===== config.mk =====
export PLATFORM = sky130hd
export DESIGN_NAME = mcse_gpio_reg_responder
export DESIGN_NICKNAME = d
export VERILOG_FILES = /design/src/rtl/mcse_gpio_pkg.sv /design/src/rtl/mcse_gpio_pkt_decode.sv /design/src/rtl/mcse_gpio_reg_responder.sv
export SDC_FILE = /design/constraint.sdc
export NUM_CORES = 1
export LEC_CHECK = 0
export CAP_MARGIN = 40
export CORE_AREA = 2 2 191 193
export DETAILED_ROUTE_END_ITERATION = 16
export DIE_AREA = 0 0 193 195
export GPL_ROUTABILITY_DRIVEN = 1
export GPL_TIMING_DRIVEN = 0
export PLACE_DENSITY = 0.89
export REMOVE_ABC_BUFFERS = 1
export SLEW_MARGIN = 30
export SYNTH_ARGS = -nofsm -noshare
export SYNTH_HDL_FRONTEND = slang
export SYNTH_SLANG_ARGS = --single-unit

===== constraint.sdc =====
create_clock -name clk -period 2.61 [get_ports clk]
set_input_delay 0.3915 -clock clk [delete_from_list [all_inputs] [get_ports clk]]
set_output_delay 0.3915 -clock clk [all_outputs]
set_load 0.01 [all_outputs]

===== src/rtl/mcse_gpio_pkg.sv =====
// Shared definitions for the MCSE GPIO-style register packet target: packet field
// layout, datamode codes, response FSM states and the error read-data pattern.
package mcse_gpio_pkg;

    localparam int WRITE_POS = 0;
    localparam int DM_LSB    = 1;
    localparam int DM_W      = 2;
    localparam int CM_LSB    = 3;
    localparam int CM_W      = 5;
    localparam int DST_LSB   = 8;
    localparam int DATA_W    = 32;

    function automatic int data_lsb(input int aw);
        return 8 + aw;
    endfunction

    function automatic int src_lsb(input int aw);
        return 40 + aw;
    endfunction

    function automatic int pkt_width(input int aw);
        return 2 * aw + 40;
    endfunction

    localparam logic [1:0] DM_BYTE = 2'b00;
    localparam logic [1:0] DM_HALF = 2'b01;
    localparam logic [1:0] DM_WORD = 2'b10;

    typedef enum logic {
        RSP_IDLE = 1'b0,
        RSP_BUSY = 1'b1
    } rsp_state_e;

    localparam logic [31:0] ERR_RDATA = 32'hDEAD_BEEF;

endpackage


===== src/rtl/mcse_gpio_pkt_decode.sv =====
// Combinational request decoder: splits a packet into fields, maps the address onto
// a register index and flags format errors (misalignment or non-word datamode).
module mcse_gpio_pkt_decode
    import mcse_gpio_pkg::*;
#(
    parameter int          AW        = 32,
    parameter int          PW        = pkt_width(AW),
    parameter int          NREG      = 8,
    parameter int          IW        = $clog2(NREG),
    parameter logic [31:0] BASE_ADDR = 32'h0000_4000
) (
    input  logic [PW-1:0]   packet,
    output logic            write,
    output logic [IW-1:0]   index,
    output logic            in_range,
    output logic            err,
    output logic [AW-1:0]   srcaddr,
    output logic [AW-1:0]   dstaddr,
    output logic [31:0]     wdata,
    output logic [CM_W-1:0] ctrlmode
);

    localparam int          DATA_LSB = data_lsb(AW);
    localparam int          SRC_LSB  = src_lsb(AW);
    localparam logic [AW:0] BASE_EXT = (AW+1)'(BASE_ADDR);
    localparam logic [AW:0] WIN_SIZE = (AW+1)'(4 * NREG);

    logic [AW:0]      offset_s;
    logic [DM_W-1:0]  datamode_s;

    // Field extraction and window decode; an address below the base wraps to a huge
    // offset, so a single unsigned compare covers both window bounds.
    always_comb begin
        write      = packet[WRITE_POS];
        datamode_s = packet[DM_LSB +: DM_W];
        ctrlmode   = packet[CM_LSB +: CM_W];
        dstaddr    = packet[DST_LSB +: AW];
        wdata      = packet[DATA_LSB +: DATA_W];
        srcaddr    = packet[SRC_LSB +: AW];
        offset_s   = {1'b0, dstaddr} - BASE_EXT;
        in_range   = (offset_s < WIN_SIZE);
        index      = offset_s[IW+1:2];
        err        = (dstaddr[1:0] != 2'b00) || (datamode_s != DM_WORD);
    end

endmodule


===== src/rtl/mcse_gpio_reg_responder.sv =====
// Packet-addressed register bank target: word writes/reads on NREG registers, a
// registered read-response channel with wait backpressure, and sticky error stats.
module mcse_gpio_reg_responder
    import mcse_gpio_pkg::*;
#(
    parameter int          AW        = 32,
    parameter int          PW        = pkt_width(AW),
    parameter int          NREG      = 8,
    parameter logic [31:0] BASE_ADDR = 32'h0000_4000,
    parameter logic [31:0] BLOCK_ID  = 32'h4D43_5345
) (
    input  logic               clk,
    input  logic               rst,
    input  logic               reg_access,
    input  logic [PW-1:0]      reg_packet,
    output logic               reg_wait,
    output logic               rsp_access,
    output logic [PW-1:0]      rsp_packet,
    input  logic               rsp_wait,
    output logic [NREG*32-1:0] regs_out,
    output logic               err_flag,
    output logic [7:0]         err_count
);

    localparam int IW = $clog2(NREG);

    logic            write_s, in_range_s, fmt_err_s;
    logic [IW-1:0]   index_s;
    logic [AW-1:0]   srcaddr_s, dstaddr_s;
    logic [31:0]     wdata_s, rdata_s;
    logic [CM_W-1:0] ctrlmode_s;
    logic            accept_s, rd_acc_s, req_err_s, idx_zero_s, wr_en_s, err_acc_s;
    logic [PW-1:0]   rsp_pkt_s;

    logic [31:0]     reg_bank_r [NREG];
    rsp_state_e      state_r;
    logic            rsp_access_r;
    logic [PW-1:0]   rsp_packet_r;
    logic            err_flag_r;
    logic [7:0]      err_count_r;

    mcse_gpio_pkt_decode #(
        .AW        (AW),
        .PW        (PW),
        .NREG      (NREG),
        .IW        (IW),
        .BASE_ADDR (BASE_ADDR)
    ) u_decode (
        .packet   (reg_packet),
        .write    (write_s),
        .index    (index_s),
        .in_range (in_range_s),
        .err      (fmt_err_s),
        .srcaddr  (srcaddr_s),
        .dstaddr  (dstaddr_s),
        .wdata    (wdata_s),
        .ctrlmode (ctrlmode_s)
    );

    assign reg_wait   = rsp_access_r && rsp_wait;
    assign rsp_access = rsp_access_r;
    assign rsp_packet = rsp_packet_r;
    assign err_flag   = err_flag_r;
    assign err_count  = err_count_r;

    // Accept qualification and error classification; index 0 is read-only.
    always_comb begin
        accept_s   = reg_access && !reg_wait;
        rd_acc_s   = accept_s && !write_s;
        req_err_s  = fmt_err_s || !in_range_s;
        idx_zero_s = (index_s == {IW{1'b0}});
        wr_en_s    = accept_s && write_s && !req_err_s && !idx_zero_s;
        err_acc_s  = accept_s && (req_err_s || (write_s && idx_zero_s));
    end

    // Read data as seen before any write landing on the same edge.
    always_comb begin
        if (req_err_s) begin
            rdata_s = ERR_RDATA;
        end else if (idx_zero_s) begin
            rdata_s = BLOCK_ID;
        end else begin
            rdata_s = reg_bank_r[index_s];
        end
    end

    // Response packet: addresses swapped so it routes back to the requester.
    always_comb begin
        rsp_pkt_s                         = {PW{1'b0}};
        rsp_pkt_s[WRITE_POS]              = 1'b1;
        rsp_pkt_s[DM_LSB +: DM_W]         = DM_WORD;
        rsp_pkt_s[CM_LSB +: CM_W]         = ctrlmode_s;
        rsp_pkt_s[DST_LSB +: AW]          = srcaddr_s;
        rsp_pkt_s[data_lsb(AW) +: DATA_W] = rdata_s;
        rsp_pkt_s[src_lsb(AW) +: AW]      = dstaddr_s;
    end

    // Register bank; entry 0 is never written and stays zero.
    always_ff @(posedge clk or negedge rst) begin
        if (!rst) begin
            for (int i = 0; i < NREG; i++) begin
                reg_bank_r[i] <= 32'h0000_0000;
            end
        end else if (wr_en_s) begin
            reg_bank_r[index_s] <= wdata_s;
        end
    end

    // Response channel FSM; while the receiver waits the packet is held untouched.
    always_ff @(posedge clk or negedge rst) begin
        if (!rst) begin
            state_r      <= RSP_IDLE;
            rsp_access_r <= 1'b0;
            rsp_packet_r <= {PW{1'b0}};
        end else begin
            case (state_r)
                RSP_IDLE: begin
                    if (rd_acc_s) begin
                        state_r      <= RSP_BUSY;
                        rsp_access_r <= 1'b1;
                        rsp_packet_r <= rsp_pkt_s;
                    end
                end
                RSP_BUSY: begin
                    if (!rsp_wait) begin
                        if (rd_acc_s) begin
                            rsp_packet_r <= rsp_pkt_s;
                        end else begin
                            state_r      <= RSP_IDLE;
                            rsp_access_r <= 1'b0;
                        end
                    end
                end
                default: begin
                    state_r      <= RSP_IDLE;
                    rsp_access_r <= 1'b0;
                end
            endcase
        end
    end

    // Sticky error flag and saturating error counter.
    always_ff @(posedge clk or negedge rst) begin
        if (!rst) begin
            err_flag_r  <= 1'b0;
            err_count_r <= 8'h00;
        end else if (err_acc_s) begin
            err_flag_r <= 1'b1;
            if (err_count_r != 8'hFF) begin
                err_count_r <= err_count_r + 8'd1;
            end
        end
    end

    for (genvar gi = 0; gi < NREG; gi++) begin : g_out
        if (gi == 0) begin : g_id
            assign regs_out[31:0] = BLOCK_ID;
        end else begin : g_reg
            assign regs_out[32*gi +: 32] = reg_bank_r[gi];
        end
    end

endmodule


Word level (Yosys, flattened, before mapping)

Cells that the tools add are included.

Bits in registers: 371
Memory bits (writable): 0
Input bits: 108
Word-level logic and storage cells: 64
Memories kept: 0
Latch bits: 0
Bits in read-only memories: 0
Output and inout bits: 371

Equal/unequal tests: 5
Magnitude comparators: 3
Multiply operators: 0
Add/sub/neg operators: 2
Mux-type cells: 18
Divide/modulo/power cells: 0
Bitwise logic cells: 2
Shift-type cells: 0
Reduce and logical (&&, ||, !) cells: 21

Operator list:

| cell                     | number |
|---|---|
| $bwmux W256              | 1 |
| $mux W104                | 2 |
| $pmux W104 S2            | 1 |
| $mux W32                 | 5 |
| $bmux W32 S3             | 1 |
| $demux W32 S3            | 1 |
| $lt A33 B6 Y1 const B    | 1 |
| $sub A32 B15 Y33 const B | 1 |
| $logic_and A1 B1 Y1      | 9 |
| $add A8 B1 Y8 const B    | 1 |
| $ne A2 B2 Y1 const B     | 4 |
| $ne A8 B8 Y1 const B     | 1 |
| $logic_not A1 Y1         | 5 |
| $mux W1                  | 5 |
| $ge A4 B4 Y1 const B     | 1 |
| $lt A4 B1 Y1 const B     | 1 |
| $not A3 Y4               | 1 |
| $pmux W1 S2              | 2 |
| $logic_not A3 Y1         | 1 |
| $logic_or A1 B1 Y1       | 3 |
| $reduce_and A3 Y1        | 1 |
| $reduce_and A2 Y1        | 1 |
| $reduce_bool A2 Y1       | 1 |
| $not A1 Y1               | 1 |

Depth between registers and ports, before layout

Word-level depth: 10
Gate-level depth with buffers: 10
Depth with buffers taken out: 8

Cells and area by module

A second synthesis with hierarchy kept.

Cell total of the unflattened synthesis: 1,513
Area total of the unflattened synthesis: 17,407.9 sq um

Modules (own cells, without submodules):

| module                  | times used | sequential area each (sq um) | area an instance (sq um) | cells an instance |
|---|---|---|---|---|
| mcse_gpio_reg_responder | 1          | 8,433.1                      | 16,364.4                 | 1,369 |
| mcse_gpio_pkt_decode    | 1          | 0.0                          | 1,043.5                  | 144 |

Worst setup path after synthesis

Ideal clock, no wire load.

Kind: input to register
Start: in reg_packet[22]
End: reg reg_bank_r, in the netlist regs_out[193]
Slack: -0.207 ns
Required time: 2.485 ns
Path buffers: 2
Arrival time: 2.692 ns
Library setup time: 0.125 ns
Stages: 10
Cell sequence: inv_1 ha_1 xnor2_1 nand4_1 or4_4 or3_1 buf_2 nor3_4 buf_6 mux2_2

Longest elaborated chain between the ends: 7

RTL lines:

| element                           | RTL line                       | RTL |
|---|---|---|
| start: declaration                | mcse_gpio_reg_responder.sv:15  | `input logic [PW-1:0] reg_packet,` |
| $sub A32 B15 Y33                  | mcse_gpio_pkt_decode.sv:40     | `offset_s = {1'b0, dstaddr} - BASE_EXT;` |
| $lt A33 B6 Y1                     | mcse_gpio_pkt_decode.sv:41     | `in_range = (offset_s < WIN_SIZE);` |
| $logic_not A1 Y1                  | mcse_gpio_reg_responder.sv:70  | `req_err_s = fmt_err_s \|\| !in_range_s;` |
| $logic_or A1 B1 Y1                | mcse_gpio_reg_responder.sv:70  |  |
| $logic_not A1 Y1                  | mcse_gpio_reg_responder.sv:72  | `wr_en_s = accept_s && write_s && !req_err_s && !idx_zero_s;` |
| $logic_and A1 B1 Y1 (2 in series) | mcse_gpio_reg_responder.sv:72  |  |
| end signal: indexed assignment    | mcse_gpio_reg_responder.sv:105 | `reg_bank_r[index_s] <= wdata_s;` |
| end: declaration                  | mcse_gpio_reg_responder.sv:35  | `logic [31:0] reg_bank_r [NREG];` |

Every way passes these cells.
A chain may end at the register's enable or synchronous reset.

Worst setup path after layout

Start: in reg_packet[23]
End: reg reg_bank_r, in the netlist regs_out[195]

Same word-level chain as after synthesis.

==> run summary <==
## Layout
- Nets: 1,777
- fill cell total of the finished layout: 2,598
- area of the multi-input gates: 6310 um^2
- area used by sequential logic in the layout: 8433 um^2
- fraction of final layout cells with drive strength greater than 1: 25.96%
- Area growth syn-to-layout: 30.74%

## Synth
- dominant synthesized flop cell: sky130_fd_sc_hd__dfrtp_1
- Syn. warnings: 0
- sequential-to-total area share from yosys stat: 50.23%
- Mapped Cells: 1,425
- number of library cell types mapped by synthesis: 46
- EDFF count, synth: 0
- async set-or-reset flop fraction in the synthesized netlist: 100.0%
- cell area after synthesis: 16,790 um^2
- Synth Register Bits: 337
- Post-Synthesis Mean Instance Area: 11.78 um^2

## Clocking
- clock-pin slew on the worst setup and hold paths: 0.06 ns
- worst-case clock buffer depth: 3
- CTS sink count: 337
- CTS Buf Count: 38
- clock latency at the later pin of the worst-skew pair: 0.54 ns
- Clock H-tree levels: 2
- CTS tree: built
- clock root buffer: sky130_fd_sc_hd__clkbuf_16

## Global routing
- combined global-route utilization of all metal layers: 28.55%
- initial antenna violation count: 1
- global-route wire length before repair: 80.61 mm
- pin count of the biggest net entering global routing: 89
- vias in the first global route: 12,760
- residual overflow from global routing: 0

## Outcome
- result of the run: complete, no violations

## Die
- Core ar.: 35,400 um^2
- Die Area: 37,640 um^2
- number of top-level pins: 479
- initial core utilization: 47.43%
- number of placement rows: 69
- vertical extent of the die: 195 um
- chip width: 193 um

## Placement
- weighted congestion at the end of routability-driven global placement: 0.8679
- Port Buffers: 445
- HPWL after detailed placement: 36.86 mm
- worst setup slack after placement: -1.877 ns

## Critical path
- data arrival at the endpoint of the critical path: 2.99 ns
- kind of end point of the critical path: register
- required time at the endpoint of the critical path: 3.02 ns
- critical setup path kind: in -> reg
- largest fanout of any net on the critical path: 8
- category of the worst setup path launch point: primary input

## Detailed routing
- remaining antenna violation count: 0
- vias per cell: 5.642
- DRT Wirelength: 54.57 mm
- Iter 0 DRT Violations: 723
- Post-route DRC: 0
- first-pass detailed-route iteration total: 7
- post-DR wirelength/cell: 25.30 um
- Via Count: 12,170

## STA
- Least-Margin Pin Slew: 0.7004 ns
- fmax: 0.3874 GHz
- final setup skew: 0.01697 ns
- post-layout min period: 2.582 ns
- post-route setup slack: 0.02837 ns
- Final period util: 98.91%
- fin. max-slew vios: 0
- final hold violation count: 0
- normalized max-slew margin: 53.09%
- final setup violation count: 0

## Power
- combinational power share: 14.3%
- fraction of power spent switching nets: 26.05%
- power dissipated by switching net loads: 3.417 mW
- reported leakage power: 10.29 nW
- P_int: 9.700 mW
- Reg power frac: 43.7%
- post-route total power: 13.12 mW
- maximum vdd ir drop: 0.5848 mV
- clock network fraction of total power: 42.0%
- total power density per cell area: 597.5 nW/um^2

## Hold path
- Hold/Removal Path Class: in -> reg

## Flow run
- maxcap violations: 0

-- power groups by stage --
stage,clock (mW),combinational [mW],sequential (mW)
after detailed placement,0,1.84,5.81
after global placement,0,1.76,5.80
after global routing,5.82,2.01,5.76
after floorplan,0,0.461,5.91
after CTS,5.57,1.86,5.73
final,5.51,1.88,5.73
-- metal layers --
metal / track usage (%) / part of all wire (%) / vias to the layer above
met1: 33.39 / 36 / 6132
met4: 15.01 / 5.9 / 0
li1: - / - / 5112
met2: 46.81 / 48 / 720
met3: 9.094 / 9.5 / 206
met5: 0 / 0 / -
-- Yosys cell counts (6+ instances only) --
| cell type | instances | area share, % |
|---|---|---|
| sky130_fd_sc_hd__a211oi_1 | 6 | 0.27 |
| sky130_fd_sc_hd__a21oi_1 | 35 | 1.0 |
| sky130_fd_sc_hd__a221o_1 | 18 | 1.1 |
| sky130_fd_sc_hd__a221oi_1 | 18 | 0.94 |
| sky130_fd_sc_hd__a31oi_1 | 26 | 0.97 |
| sky130_fd_sc_hd__buf_1 | 7 | 0.16 |
| sky130_fd_sc_hd__buf_4 | 258 | 12 |
| sky130_fd_sc_hd__buf_6 | 12 | 0.80 |
| sky130_fd_sc_hd__clkbuf_1 | 54 | 1.2 |
| sky130_fd_sc_hd__dfrtp_1 | 337 | 50 |
| sky130_fd_sc_hd__inv_1 | 16 | 0.36 |
| sky130_fd_sc_hd__mux2_2 | 188 | 13 |
| sky130_fd_sc_hd__mux2_4 | 60 | 5.4 |
| sky130_fd_sc_hd__mux4_2 | 23 | 3.1 |
| sky130_fd_sc_hd__nand2_1 | 217 | 4.9 |
| sky130_fd_sc_hd__nand3_1 | 7 | 0.21 |
| sky130_fd_sc_hd__nor2_1 | 38 | 0.85 |
| sky130_fd_sc_hd__nor3_1 | 7 | 0.21 |
| sky130_fd_sc_hd__o21ai_0 | 26 | 0.77 |
| sky130_fd_sc_hd__o31ai_1 | 9 | 0.40 |
| sky130_fd_sc_hd__xnor2_1 | 6 | 0.31 |
-- state kept, by name, indices dropped and copies added (netlist names) --
signal	cells
rsp_access	1
err_count	8
regs_out	224
err_flag	1
state_r	1
rsp_packet	102
-- final timing paths --
path	endpoint	depth (start not counted)	slack, ns	startpoint
min	rsp_packet[77]$_DFFE_PN0P_	3	0.12	reg_packet[13]
max reg2reg	regs_out[63]$_DFFE_PN0P_	6	0.21	rsp_access$_DFFE_PN0P_
max in group asynchronous	rsp_packet[26]$_DFFE_PN0P_	4	1.05	rst
min in group asynchronous	regs_out[247]$_DFFE_PN0P_	2	0.33	rst
max	regs_out[195]$_DFFE_PN0P_	10	0.03	reg_packet[23]
min reg2reg	rsp_packet[78]$_DFFE_PN0P_	2	0.48	rsp_packet[78]$_DFFE_PN0P_
-- per-stage QoR --
step                      instances  setup TNS [ns]  area, um^2  utilization [%]  hold slack, ns
after floorplan                1122         -253.57       14590                -         0.09591
after global placement         2028        -5874.46       19620            55.43          0.4574
after detailed placement       2058         -316.39       20210            57.11          0.2891
after CTS                      2145               0       21770            61.52         0.09502
after global routing           2157         -0.5636       21950            62.01          0.1082
final                          2157               0       21950            62.01          0.1235
-- cell families after synthesis --
kind of cell | count (synthesis) | share of synthesized area (%)
other cells | 2 | 0.04473
simple gates | 303 | 7.653
buf+inv | 350 | 14.15
xor+xnor | 7 | 0.3652
mux | 281 | 21.69
flops | 337 | 50.23
compound gates | 143 | 5.716
fa+ha+maj | 2 | 0.1490
-- layout make-up --
cell class	instances	share of cell area, %
timing repair buffer	505	24.05
clock buffer	52	5.124
clock inverter	16	0.7467
antenna	1	0.01140
multi-input combinational	769	28.74
sequential	337	38.42
tap	461	2.628
inverter	16	0.2736
-- worst max-delay path, cell delays in order --
cell and delay (ns):
sky130_fd_sc_hd__clkbuf_4 0.15, sky130_fd_sc_hd__inv_2 0.06, sky130_fd_sc_hd__ha_4 0.26, sky130_fd_sc_hd__nand4_1 0.09
sky130_fd_sc_hd__or4_4 0.60, sky130_fd_sc_hd__or3_4 0.45, sky130_fd_sc_hd__nor3_4 0.26, sky130_fd_sc_hd__buf_6 0.22
sky130_fd_sc_hd__clkbuf_16 0.18, sky130_fd_sc_hd__mux2_4 0.30
-- what timing repair did --
item                       4_1_cts  5_1_grt
cloned                           1        1
resized for setup               70       44
buffers inserted                17       10
hold buffers                     1        0
pin swaps                       17       13
setup endpoints to repair      241      187
hold endpoints to repair        34        0
-- cells in the final DEF, fill, tap and decap left out, types with 5 or more instances in the layout --
cell type / synthesis / layout
sky130_fd_sc_hd__clkdlybuf4s50_1: 0 / 412
sky130_fd_sc_hd__dfrtp_1: 337 / 337
sky130_fd_sc_hd__nand2_1: 217 / 216
sky130_fd_sc_hd__mux2_2: 188 / 171
sky130_fd_sc_hd__mux2_4: 60 / 78
sky130_fd_sc_hd__clkbuf_16: 0 / 40
sky130_fd_sc_hd__nor2_1: 38 / 36
sky130_fd_sc_hd__a21oi_1: 35 / 35
sky130_fd_sc_hd__conb_1: 2 / 33
sky130_fd_sc_hd__o21ai_0: 26 / 26
sky130_fd_sc_hd__a31oi_1: 26 / 26
sky130_fd_sc_hd__mux4_2: 23 / 23
sky130_fd_sc_hd__buf_4: 258 / 23
sky130_fd_sc_hd__a221o_1: 18 / 18
sky130_fd_sc_hd__a221oi_1: 18 / 18
sky130_fd_sc_hd__buf_12: 0 / 15
sky130_fd_sc_hd__inv_1: 16 / 13
sky130_fd_sc_hd__buf_6: 12 / 13
sky130_fd_sc_hd__clkbuf_8: 0 / 10
sky130_fd_sc_hd__clkinv_2: 0 / 10
sky130_fd_sc_hd__dlygate4sd2_1: 0 / 10
sky130_fd_sc_hd__o31ai_1: 9 / 9
sky130_fd_sc_hd__buf_16: 0 / 8
sky130_fd_sc_hd__clkbuf_2: 0 / 7
sky130_fd_sc_hd__a211oi_1: 6 / 6
sky130_fd_sc_hd__nand4_1: 5 / 5
sky130_fd_sc_hd__nand3_1: 7 / 5
sky130_fd_sc_hd__xnor2_1: 6 / 5
sky130_fd_sc_hd__mux2i_1: 5 / 5
Power figures use the tool's default switching activity.
==> RTL change 1 (same flow settings) <==
`DM_W`: 2 -> 4.
--- a/src/rtl/mcse_gpio_pkg.sv
+++ b/src/rtl/mcse_gpio_pkg.sv
@@ -4,7 +4,7 @@
 
     localparam int WRITE_POS = 0;
     localparam int DM_LSB    = 1;
-    localparam int DM_W      = 2;
+    localparam int DM_W      = 4;
     localparam int CM_LSB    = 3;
     localparam int CM_W      = 5;
     localparam int DST_LSB   = 8;
Behaviour: not the same (Yosys sat finds a counterexample within 4 cycles, from zero or initial values and one cycle with rst low).
==> RTL change 1 against the original RTL <==
  * Power grew 1.3%
  * Routed wire length fell by 1.7%
  * Worst hold slack better by 0.038 ns
  * Cell count down 1.0%
  * Critical endpoint is now regs_out[177]
  * Area after synthesis grew 0.31%
  * Sequential cell count stayed put
  * Setup slack got worse by 0.011 ns
  * Final area increased by 0.84%
  * Clock skew fell by 0.0015 ns
==> RTL change 1: results (changes against the original RTL) <==
- Status: finished, final reports clean (unchanged)
- Reg-to-reg setup timing slack: 0.35 ns (was 0.21 ns)
- Final standard cell count with taps included and fillers excluded: 2135 (was 2157)
- WHS: 0.161 ns (was 0.124 ns)
- Worst Reg-to-Reg Cells: 7 (was 6)
- Slowest cell delay on critical path: 0.33 ns (was 0.60 ns)
- Met1 Track Usage GR: 33.5% (was 33.4%)
- Min-delay src: reg_packet[26] (was reg_packet[13])
- Fraction of final layout cells sized beyond drive strength 1: 25.3% (was 26.0%)
- Detailed router's first-iteration violation count: 582 (was 723)
- Xor-xnor portion of the synthesized cell area: 0.364% (was 0.365%)
- Multiplexer fraction of the synthesized cell area: 22.3% (was 21.7%)
- Min-Delay Endpoint: rsp_packet[90] (was rsp_packet[77])
- Metal2 WL: 26100 um (was 26300 um)
- Top cells by area in the synthesized netlist: dfrtp_1, buf_4, mux2_2, mux2_4, nand2_1 (was dfrtp_1, mux2_2, buf_4, mux2_4, nand2_1)
- Final Net Count: 1757 (was 1777)
- Total number of vias: 11900 (was 12200)
- Largest fanout on the critical path: 4 (was 8)
- Compound-Gate Fraction of Synth Area: 5.01% (was 5.72%)
- Final HPWL from detailed placement: 34000 um (was 36900 um)
- Setup Slack @ Placement: -1.86 ns (was -1.88 ns)
- Global-route wire length before repair: 79600 um (was 80600 um)
- Post-Synth Adder-Cell Area: 0.149% (about the same)
- Most used standard cells in the synthesized netlist: dfrtp_1, buf_4, nand2_1, mux2_2, mux2_4 (unchanged)
- Max Clock Freq: 0.386 GHz (was 0.387 GHz)
- Highest ir drop seen on vdd: 775 uV (was 585 uV)
- Vias in the first global route: 12700 (was 12800)
- Global-route usage over all layers: 28.3% (was 28.6%)
- DRT Pass-1 Iters: 5 (was 7)
- Number of distinct library cells after synthesis: 47 (was 46)
- Cell area after placement: 20100 sq um (was 20200 sq um)
- Met2 usage: 46.6% (was 46.8%)
- Startpoint of the worst register-to-register path: rsp_access (unchanged)
- Worst flop-to-flop path endpoint: regs_out[177] (was regs_out[63])
- GP Congestion: 0.858 (was 0.868)
- Average wire length per cell after detail routing: 25.1 um (was 25.3 um)
- Antenna diode instance count: 0 (was 1)
- Static leakage: 10.4 nW (was 10.3 nW)
- Max stage delay cell, worst path: nand4_1 (was or4_4)
- Data arrival time of the critical path: 3.00 ns (was 2.99 ns)
- Seq/Total Area, Yosys: 50.1% (was 50.2%)
- Antenna violations before repair: 0 (was 1)
- Met3 usage: 7.67% (was 9.09%)
- Slew at the pin closest to its max-slew limit: 0.855 ns (was 0.700 ns)
- Cells after Synth: 1411 (was 1425)
- Skew final: 0.0155 ns (was 0.0170 ns)
- Clock-pin transition on the worst setup and hold timing paths: 0.06 ns (about the same)
- M1 wire length: 19700 um (was 19900 um)
## RTL change 1: changes by cell type after synthesis, moves of 10 or more
cell,before,now
mux2_4,60,90
a31oi_1,26,16
nor2_1,38,51
a22oi_1,1,27
clkbuf_1,54,43
inv_1,16,4
a221o_1,18,0
o21ai_0,26,5
mux2_2,188,160
## RTL change 1: final cells by class
type / instances / area, sq um
Sequential cell: 337 / 8430
Clock inverter: 13 / 193
Tap cell: 461 / 577
Clock buffer: 54 / 1150
Timing Repair Buffer: 494 / 5360
Inverter: 4 / 15.0
Multi-Input combinational cell: 772 / 6410
Fill cell: 2496 / 13300
## RTL change 1: how the worst max path moves through the flow
stage | start | endpoint | cells after the start
4_1_cts | reg_packet[9] | regs_out[202] | 10
6_report | reg_packet[22] | regs_out[177] | 12
2_1_floorplan | reg_packet[22] | regs_out[100] | 8
3_3_place_gp | rst | rsp_packet[17] | 1
3_5_place_dp | reg_packet[22] | regs_out[200] | 9
5_1_grt | reg_packet[22] | regs_out[177] | 12
## RTL change 1: timing repair
item / 4_1_cts / 5_1_grt
pin swaps: 9 / 6
setup buffers: 26 / 3
hold endpoints to repair: 85 / 0
endpoints found under the setup margin: 265 / 164
gates cloned: 7 / 0
gates resized for setup: 40 / 11
hold buffers: 1 / 0
## RTL change 1: worst reg2reg max path: stages, from the launching register on
cell and delay (ns):
dfrtp_1 0.44, and2_1 0.18, nor2b_1 0.17, and3_1 0.45
nand3_4 0.15, buf_12 0.18, bufbuf_16 0.28, mux2_4 0.29
## RTL change 1: power breakdown
group / switching, W / internal, W / leakage (nW) / total [W]
Sequential: 0.000232 / 0.00551 / 4.45 / 0.00574
Combinational: 0.000951 / 0.000868 / 5.30 / 0.00182
Clock: 0.00216 / 0.00357 / 0.667 / 0.00573
==> RTL change 2 (same flow settings) <==
Without the edit above. Put one more register stage on the output `err_count`, without a reset. The value now appears one clock later. The other outputs are not delayed to match.
--- a/src/rtl/mcse_gpio_reg_responder.sv
+++ b/src/rtl/mcse_gpio_reg_responder.sv
@@ -61,7 +61,9 @@
     assign rsp_access = rsp_access_r;
     assign rsp_packet = rsp_packet_r;
     assign err_flag   = err_flag_r;
-    assign err_count  = err_count_r;
+    always_ff @(posedge clk) begin
+        err_count <= err_count_r;
+    end
 
     // Accept qualification and error classification; index 0 is read-only.
     always_comb begin
Function: changed (a bounded check fails within 4 cycles, from zero or initial values and one cycle with rst low).
==> RTL change 2 against the original RTL <==
  * The run now ends with negative setup slack left
  * Area after synthesis up 2.5%
  * Routed wire length down 3.1%
  * Sequential cell count up 8
  * Clock skew up 0.0012 ns
  * Final area up 2.2%
  * Largest power group unchanged
  * Power up 0.24%
  * Setup slack worse by 0.064 ns
  * Critical endpoint is now regs_out[82]
  * Non-clock buffer count up 18
==> RTL change 2: results (changes against the original RTL) <==
- Largest net degree at the start of global routing: 75 (was 89)
- GP Congestion: 0.824 (was 0.868)
- Xor-xnor portion of the synthesized cell area: 0.458% (was 0.365%)
- Number of distinct library cells after synthesis: 57 (was 46)
- Final HPWL from detailed placement: 37000 um (was 36900 um)
- Seq/Total Area, Yosys: 49.9% (was 50.2%)
- Static leakage: 10.3 nW (about the same)
- Total number of vias: 12200 (about the same)
- Synth async-reset ratio: 97.7% (was 100%)
- Violated checks: negative setup slack
- Post-Synth Adder-Cell Area: 0.145% (was 0.149%)
- Highest ir drop seen on vdd: 685 uV (was 585 uV)
- Status: finished with violations (was finished, final reports clean)
- Compound-Gate Fraction of Synth Area: 5.61% (was 5.72%)
- Detailed router's first-iteration violation count: 737 (was 723)
- Antenna diode instance count: 0 (was 1)
- Final worst-path setup slack: -0.0361 ns (was 0.0284 ns)
- Global-route usage over all layers: 27.5% (was 28.6%)
- Max stage delay cell, worst path: nor4_4 (was or4_4)
- Worst-Skew Late Latency: 0.56 ns (was 0.54 ns)
- Vias in the first global route: 12900 (was 12800)
- Setup Slack @ Placement: -1.94 ns (was -1.88 ns)
- Final setup fails: 14 (was 0)
- Antenna violations before repair: 0 (was 1)
- Top cells by area in the synthesized netlist: dfrtp_1, buf_4, mux2_2, mux2_4, nand2_1 (was dfrtp_1, mux2_2, buf_4, mux2_4, nand2_1)
RTL change 2: kinds of logic after synthesis:
family	after synthesis
adders and majority gates	2
buffers and inverters	340
DFF	345
muxes	280
AOI/OAI and AO/OA	141
xor gates and xnor gates	9
other	2
and+or+nand+nor	333
RTL change 2: area by class of cell:
cell class	count	area, sq um	area share, %
clock inverter	9	104	0.463
multi-input combinational	798	6510	29.0
timing repair buffer	523	5490	24.5
sequential	345	8590	38.3
inverter	7	26.3	0.117
clock buffer	58	1140	5.07
tap	461	577	2.57
RTL change 2: through the flow:
stage               cells  setup TNS, ns
global route         2201          -1.15
floorplan            1150        -190.14
detailed placement   2101        -339.51
global placement     2056       -5958.06
finish               2201         -0.165
CTS                  2196       -0.00640
RTL change 2: path summary, 6_finish.rpt:
kind,from,to,slack [ns]
min reg2reg,err_count_r[7],err_count[7],0.43
max in group asynchronous,rst,regs_out[105],1.27
max,reg_packet[30],regs_out[82],-0.04
min,reg_packet[20],rsp_packet[84],0.18
max reg2reg,rsp_access,regs_out[200],0.12
min in group asynchronous,rst,regs_out[178],0.31
RTL change 2: layer usage:
metal	wire length, um	vias to the layer above	global-route usage [%]
met5	0	-	0
met4	2240	0	11.6
met3	4650	141	8.55
met2	26200	621	47.2
met1	19800	6214	31.7
li1	-	5251	-
RTL change 2: worst reg2reg max path: cells and delay by family (launching register included):
kind,cells,cell delay (ns)
simple gates,3,0.97
compound gates,1,0.22
flops,1,0.46
buf+inv,2,0.34
mux,1,0.38
RTL change 2: power by group:
group	total, W	switching, W	leakage, nW	internal (W)
combinational	0.00183	0.000939	5.19	0.000887
clock	0.00541	0.00221	0.606	0.00320
sequential	0.00591	0.000236	4.52	0.00568
RTL change 2: what timing repair did:
item | in CTS | in global routing
setup endpoints to repair | 258 | 124
pin swaps | 12 | 14
endpoints found under the hold margin | 34 | 0
hold buffers | 1 | 0
setup buffers | 32 | 6
gates resized for setup | 41 | 30
